**src/rtl/mem_arb_pkg.sv**
```systemverilog
// Shared types for the unified-memory arbiter: FSM states and owner encoding.
package mem_arb_pkg;

    typedef enum logic [1:0] {
        IDLE   = 2'd0,
        ACCESS = 2'd1,
        DONE   = 2'd2
    } arb_state_t;

    // Owner of the current access; also the encoding of the last winner.
    localparam logic OWN_I = 1'b0;
    localparam logic OWN_D = 1'b1;

    // Wait-state counter width; covers WAIT_CYCLES 0..15.
    localparam int CNT_W = 4;

endpackage

```
**src/rtl/mem_arb_rr2.sv**
```systemverilog
// Two-way round-robin picker. req[0] is the fetch port, req[1] the data port.
// On a tie the requester that did not win last time is chosen.
module mem_arb_rr2
    import mem_arb_pkg::*;
(
    input  logic [1:0] req,
    input  logic       last,
    output logic       valid,
    output logic       grant
);

    // Winner selection: single requester wins outright, tie goes to !last.
    always_comb begin
        valid = |req;
        grant = OWN_I;
        if (req[1] && req[0]) begin
            grant = ~last;
        end else if (req[1]) begin
            grant = OWN_D;
        end
    end

endmodule

```
**src/rtl/mem_arbiter.sv**
```systemverilog
// Arbiter sharing one combinational-read memory between the instruction-fetch
// port and the data port. One access at a time: IDLE picks a winner and
// latches its request, ACCESS burns WAIT_CYCLES then reads/writes, DONE acks.
module mem_arbiter
    import mem_arb_pkg::*;
#(
    parameter int DATA_W      = 32,
    parameter int ADDR_W      = 32,
    parameter int WAIT_CYCLES = 1
)
(
    input  logic              clk,
    input  logic              rst,
    input  logic              i_req,
    input  logic [ADDR_W-1:0] i_addr,
    output logic              i_ack,
    output logic [DATA_W-1:0] i_rdata,
    input  logic              d_req,
    input  logic              d_we,
    input  logic [ADDR_W-1:0] d_addr,
    input  logic [DATA_W-1:0] d_wdata,
    output logic              d_ack,
    output logic [DATA_W-1:0] d_rdata,
    output logic [ADDR_W-1:0] mem_A,
    output logic [DATA_W-1:0] mem_WD,
    output logic              mem_We,
    input  logic [DATA_W-1:0] mem_RD,
    output logic              busy
);

    localparam logic [CNT_W-1:0] WAIT_INIT = CNT_W'(WAIT_CYCLES);

    arb_state_t       state, state_nxt;
    logic [CNT_W-1:0] cnt;
    logic             owner;
    logic             last;
    logic             we_lat;
    logic             pick_vld;
    logic             pick;
    logic             fire;

    mem_arb_rr2 u_rr (
        .req   ({d_req, i_req}),
        .last  (last),
        .valid (pick_vld),
        .grant (pick)
    );

    // The cycle in which the memory is actually read or written.
    assign fire = (state == ACCESS) && (cnt == '0);

    // Write strobe is combinational and gated by rst so a reset edge never commits.
    assign mem_We = fire && we_lat && rst;
    assign busy   = (state != IDLE);

    // Next-state logic.
    always_comb begin
        state_nxt = state;
        case (state)
            IDLE:    if (pick_vld) state_nxt = ACCESS;
            ACCESS:  if (cnt == '0) state_nxt = DONE;
            DONE:    state_nxt = IDLE;
            default: state_nxt = IDLE;
        endcase
    end

    // State register.
    always_ff @(posedge clk) begin
        if (!rst) state <= IDLE;
        else      state <= state_nxt;
    end

    // Request latches, wait counter, read-data capture and ack pulses.
    always_ff @(posedge clk) begin
        if (!rst) begin
            cnt     <= '0;
            owner   <= OWN_I;
            last    <= OWN_D;
            we_lat  <= 1'b0;
            mem_A   <= '0;
            mem_WD  <= '0;
            i_rdata <= '0;
            d_rdata <= '0;
            i_ack   <= 1'b0;
            d_ack   <= 1'b0;
        end else begin
            // Acks are registered so they are high exactly during DONE.
            i_ack <= 1'b0;
            d_ack <= 1'b0;
            case (state)
                IDLE: begin
                    if (pick_vld) begin
                        owner  <= pick;
                        last   <= pick;
                        cnt    <= WAIT_INIT;
                        mem_A  <= (pick == OWN_D) ? d_addr : i_addr;
                        mem_WD <= (pick == OWN_D) ? d_wdata : '0;
                        we_lat <= d_we && (pick == OWN_D);
                    end
                end
                ACCESS: begin
                    if (cnt != '0) begin
                        cnt <= cnt - 1'b1;
                    end else begin
                        if (!we_lat) begin
                            if (owner == OWN_D) d_rdata <= mem_RD;
                            else                i_rdata <= mem_RD;
                        end
                        i_ack <= (owner == OWN_I);
                        d_ack <= (owner == OWN_D);
                    end
                end
                default: ;
            endcase
        end
    end

endmodule

```
**config.mk**
```make
export PLATFORM = sky130hd
export DESIGN_NAME = mem_arbiter
export DESIGN_NICKNAME = d
export VERILOG_FILES = /design/src/rtl/mem_arb_pkg.sv /design/src/rtl/mem_arb_rr2.sv /design/src/rtl/mem_arbiter.sv
export SDC_FILE = /design/constraint.sdc
export NUM_CORES = 1
export LEC_CHECK = 0
export CAP_MARGIN = 25
export CORE_MARGIN = 8
export CORE_UTILIZATION = 40
export DETAILED_ROUTE_END_ITERATION = 12
export PLACE_DENSITY_LB_ADDON = 0.12
export SLEW_MARGIN = 25
export SYNTH_ARGS = -nofsm -noshare
export SYNTH_HDL_FRONTEND = slang
export SYNTH_SLANG_ARGS = --single-unit
export TNS_END_PERCENT = 1
```
**constraint.sdc**
```tcl
create_clock -name clk -period 1.8 [get_ports clk]
set_input_delay 0.36 -clock clk [delete_from_list [all_inputs] [get_ports clk]]
set_output_delay 0.36 -clock clk [all_outputs]
set_load 0.01 [all_outputs]
```
==> metrics, run 1 <==
final worst path period share=1.06; overall power=between 9 and 10 mW; Num Clock Sinks=between 100 and 150; Yosys top cell by area=dfxtp_1; Post-synth ARST share=0; final setup vio count=1; Placer Congestion=about 0.77; WP data required=approximately 1400 ps; Internal=about 6.8 mW; HP Start=rst; Startpoint Class=flop; Main synth FF type=dfxtp_1; pwr dens=between 1000 and 1500 nW/um^2; critical path class=flop to primary output; largest vdd supply drop=about 610 uV; antenna violations before repair=0; TritonCTS clock tree=done; Final Skew=approximately 5.4 ps; via count=5104; filler cell count=1042; Port-buffer cells=between 200 and 300; H-tree depth=4; multi-input logic area=about 2400 um^2; Mean Syn Cell Area=10.2 um^2; Min-Delay Path Class=input port to flop; FF+latch count, synth=139; Psw=roughly 2.3 mW; Routed WL per cell=18.4 um; synth unique cells=35; Syn Inst Count=524; fin crit period=1920 ps; Residual DRC=0; most instantiated library cell after synthesis=dfxtp_1; final hold violation count=0; final WL=between 15 and 20 mm; Final Instance Area=between 9000 and 10000 um^2; Via density=5.23; YS warnings=0; core area=about 13000 um^2; share of layout cells above drive strength 1=0.103; syn nets=around 660; crit path DAT=1560 ps; initial drt markers=346; clock network power share=0.413; FMAX=around 0.52 GHz; top cells by area, synth=dfxtp_1, a21boi_1, nand3_1; worst r2r src=cnt[1]; CTS clk-pin slew, worst paths=about 60 ps; cts bufs inserted=17; number of global-route vias before repair=between 5000 and 6000; Nets=between 900 and 1000; leak pwr=~3.3 nW; status=finished, violations left; Flop pwr share=0.376; Slew Viols, Final=0; Ports=265; Rel. slew slack=0.768; Register Area=2790 um^2; EDFF count, synth=0; clock root buffer master=clkbuf_16; Overall Global Routing Usage=0.205; top cell type's share of synthesized area=0.522; RSZ-0062 raised after global routing=yes; MaxCap Viol Count=0; worst slew pin tran=345 ps; Initial Util=0.406; Die X-Extent=131 um; hold slack=359 ps; crit path from=cnt[1]; global-route wire length before repair=~29 mm; Sw Share=0.253; Crit Path Max Fanout=2; Hold Buf Count CTS=0; number of detailed-route iterations in the first pass=4; largest net degree at the start of global routing=47; Post-Synthesis Cell Area=about 5300 um^2; Synth top cells by count=dfxtp_1, nand3_1, a21boi_1, o21ai_0, a22o_1; Placement Cell Area=8300 um^2; failing checks=negative setup slack; Gate power share=0.211; CTS max path bufs=2; die height=131 um; placed wire-length estimate=13.4 mm; register area share after synthesis=0.522; crit end category=primary output; P&R area growth vs syn=69.3%; Clk Latency, worst-skew pair=410 ps; remaining global-route overflow=0; crit path setup slack, layout=-117 ps; row count=42; Routed Antenna Nets=0; Total Die Area=approximately 17000 um^2
[registers in the layout (all words and copies together) (netlist names), 2 cells and up]
register / flops
d_rdata: 32
i_rdata: 32
mem_A: 32
mem_WD: 32
cnt: 4
state: 2
[logic make-up after synthesis]
logic type | synth area share
compound gates | 0.273
flops | 0.522
simple gates | 0.0939
buf+inv | 0.0467
mux | 0.0601
fa+ha+maj | 0.00469
[worst paths after layout]
kind,slack (ps),depth (start not counted),endpoint
min reg2reg,460,1,mem_A[21]
max reg2reg,10,8,cnt[2]
min,360,3,state[1]
max,-120,6,mem_We
[power by group through the flow]
stage / registers [mW] / logic, mW / clock network, mW
finish: 3.43 / 1.92 / 3.77
detailed placement: 3.49 / 1.87 / 0
floorplan: 3.58 / 0.718 / 0
CTS: 3.43 / 1.91 / 3.83
global placement: 3.48 / 1.84 / 0
global route: 3.46 / 2.08 / 3.97
[repair_timing]
item,4_1_cts,5_1_grt
resized for setup,20,8
endpoints found under the setup margin,49,5
hold endpoints to repair,0,0
setup buffers,1,1
pin swaps,2,1
[worst max-delay path, stage by stage (launching register included)]
cell	delay (ps)
dfxtp_2	320
inv_2	70
ha_4	130
nor3b_4	180
and3_4	210
and2_4	140
buf_6	100
[cells in the final DEF, fill, tap and decap left out, drive strengths merged, types with 3 or more instances in the layout]
cell type and count:
clkdlybuf4s50 261, dfxtp 139, o21ai 68, nand3 66, a21boi 66, a22o 33
buf 33, mux2i 32, o2bb2ai 32, clkbuf 20, clkinv 5, bufinv 5
inv 4, clkinvlp 3, and2 3
[layout make-up]
type | instances | area share
diodes | 1 | 0.000277
clock buffers | 19 | 0.0491
clock inverters | 13 | 0.0219
inverters | 4 | 0.00166
multi-input cells | 328 | 0.263
flip-flops and latches | 139 | 0.308
well taps | 176 | 0.0244
repair buffers | 295 | 0.331
[per-stage QoR]
| stage | TNS [ps] | cells | util | setup slack [ps] |
|---|---|---|---|---|
| after floorplan | 0 | 524 | - | 242 |
| after detailed placement | -2590 | 940 | 0.632 | -198 |
| final | -117 | 975 | 0.687 | -117 |
| after global routing | -394 | 974 | 0.687 | -195 |
| after CTS | -152 | 973 | 0.685 | -152 |
| after global placement | -473 | 940 | 0.632 | -185 |
[per-layer routing]
metal | wire length (um) | track usage | share of wire | vias up
met5 | 0 | 0 | 0 | -
met4 | 370 | 0.0817 | 0.021 | 0
met3 | 1940 | 0.101 | 0.11 | 25
met2 | 8680 | 0.339 | 0.48 | 223
met1 | 6940 | 0.221 | 0.39 | 2391
li1 | - | - | - | 2465
Power figures use the tool's default switching activity.
==> run 2, diff against run 1 <==
Settings changed: CORE_ASPECT_RATIO set to 0.5.
==> metrics, run 2 (same netlist as run 1, synthesis figures left out) <==
WP data required=1440 ps (about the same); RSZ-0062 raised after global routing=yes (unchanged); number of detailed-route iterations in the first pass=5 (was 4); H-tree depth=4 (unchanged); commonest non-fill, non-tap cell in the layout=clkdlybuf4s50_1 (unchanged); Die X-Extent=179 um (was 131 um); CTS clk-pin slew, worst paths=60 ps (about the same); Sw Share=0.280 (was 0.253); via count=4962 (was 5104); remaining global-route overflow=0 (unchanged); global-route wire length before repair=27.9 mm (was 28.9 mm); critical path class=flop to primary output (unchanged); Post-Layout Cell Count=963 (was 975); MaxCap Viol Count=0 (unchanged); final core occ=0.694 (was 0.687); die height=97.6 um (was 131 um); crit path DAT=1580 ps (was 1560 ps); Crit Path Max Fanout=2 (unchanged); hold slack=370 ps (was 359 ps); clock network power share=0.402 (was 0.413); Overall Global Routing Usage=0.198 (was 0.205); Residual DRC=0 (unchanged); core area=12800 um^2 (was 13100 um^2); fin crit period=1940 ps (was 1920 ps); Ports=265 (unchanged); antenna diode count=0 (was 1); leak pwr=3.23 nW (was 3.29 nW); Final Instance Area=8920 um^2 (was 9030 um^2); P&R area growth vs syn=67.2% (was 69.3%); Psw=2.48 mW (was 2.31 mW); Gate power share=0.211 (about the same); Register Area=2780 um^2 (was 2790 um^2); Placement Cell Area=8280 um^2 (was 8300 um^2); status=finished, violations left (unchanged); CTS max path bufs=2 (unchanged); Final Skew=13.1 ps (was 5.41 ps); Initial Util=0.415 (was 0.406); final setup vio count=1 (unchanged); worst slew pin tran=626 ps (was 345 ps); Total Die Area=17500 um^2 (was 17300 um^2); cell total after placement=930 (was 940); most frequent cells in the layout=clkdlybuf4s50_1, dfxtp_1, nand3_1, a21boi_1, o21ai_0 (unchanged); cts bufs inserted=17 (unchanged); Internal=6.38 mW (was 6.81 mW); clock root buffer master=clkbuf_16 (unchanged); Routed Antenna Nets=0 (unchanged); antenna violations before repair=1 (was 0); crit path setup slack, layout=-142 ps (was -117 ps); TritonCTS clock tree=done (unchanged); final worst path period share=1.08 (was 1.06); largest net degree at the start of global routing=73 (was 47); failing checks=negative setup slack (unchanged); Startpoint Class=flop (unchanged); placed wire-length estimate=12.6 mm (was 13.4 mm); Hold Buf Count CTS=0 (unchanged); FMAX=0.515 GHz (was 0.522 GHz); setup_tns=-142 ps (was -117 ps); pwr dens=993 nW/um^2 (was 1010 nW/um^2); Min-Delay Path Class=input port to flop (unchanged); multi-input logic area=2370 um^2 (was 2380 um^2); filler cell count=1011 (was 1042); Rel. slew slack=0.583 (was 0.768); Port-buffer cells=264 (unchanged); Slew Viols, Final=0 (unchanged); number of global-route vias before repair=5079 (was 5480); share of layout cells above drive strength 1=0.0933 (was 0.103); Nets=915 (was 920); final WL=17.6 mm (was 17.9 mm); Num Clock Sinks=139 (unchanged); final hold violation count=0 (unchanged); initial drt markers=357 (was 346); Placer Congestion=0.729 (was 0.773); crit end category=primary output (unchanged); Clk Latency, worst-skew pair=410 ps (about the same); Flop pwr share=0.387 (was 0.376); row count=29 (was 42); Routed WL per cell=18.3 um (was 18.4 um); largest vdd supply drop=698 uV (was 605 uV); Via density=5.15 (was 5.23)
## run 2: changes by cell type in the layout (fill, tap and decap cells not counted), moves of 2 or more
| cell | previous run | this run |
|---|---|---|
| inv_6 | 0 | 7 |
| buf_4 | 22 | 17 |
| clkinv_2 | 5 | 0 |
| bufinv_16 | 5 | 2 |
| inv_8 | 0 | 2 |
## run 2: area by class of cell
class | count | area share
Timing Repair Buffer | 290 | 0.329
Sequential cell | 139 | 0.312
Multi-Input combinational cell | 328 | 0.266
Clock buffer | 17 | 0.0477
Tap cell | 170 | 0.0239
Clock inverter | 15 | 0.0196
Inverter | 4 | 0.00168
## run 2: final timing paths
kind                      end  slack, ps  startpoint  cells after the start
setup / recovery       mem_We       -140      cnt[0]                      6
setup reg to reg  d_rdata[16]         20      cnt[0]                      7
hold reg to reg     mem_A[11]        460   mem_A[11]                      1
hold / removal       state[1]        370         rst                      3
## run 2: power groups by stage
stage	combinational [mW]	clock, mW	sequential [mW]
6_report	1.87	3.56	3.42
3_3_place_gp	1.85	0	3.48
4_1_cts	1.88	3.63	3.42
5_1_grt	2.01	3.78	3.45
3_5_place_dp	1.87	0	3.49
2_1_floorplan	0.718	0	3.58
## run 2: through the flow
step                power, mW  setup WS [ps]
finish                   8.85           -142
global route             9.24           -206
CTS                      8.93           -202
detailed placement       5.35           -249
global placement         5.33           -190
floorplan                4.29            242
## run 2: repair_timing
| action | CTS | global route |
|---|---|---|
| gates resized for setup | 11 | 5 |
| buffers inserted | 1 | 0 |
| pin swaps | 1 | 1 |
| setup endpoints to repair | 40 | 43 |
## run 2: layer usage
layer | vias to the layer above | routed length (um) | global-route usage | part of all wire
li1 | 2445 | - | - | -
met1 | 2345 | 7450 | 0.231 | 0.42
met2 | 154 | 8420 | 0.334 | 0.48
met3 | 16 | 1530 | 0.0737 | 0.087
met4 | 2 | 213 | 0.0541 | 0.012
met5 | - | 13 | 0 | 0.00074
## run 2: critical path, stage by stage, from the launching register on
cell and delay, ps:
dfxtp_2 320, inv_2 70, ha_4 130, nor3b_4 210, and3_4 220, and2_4 130
buf_6 100
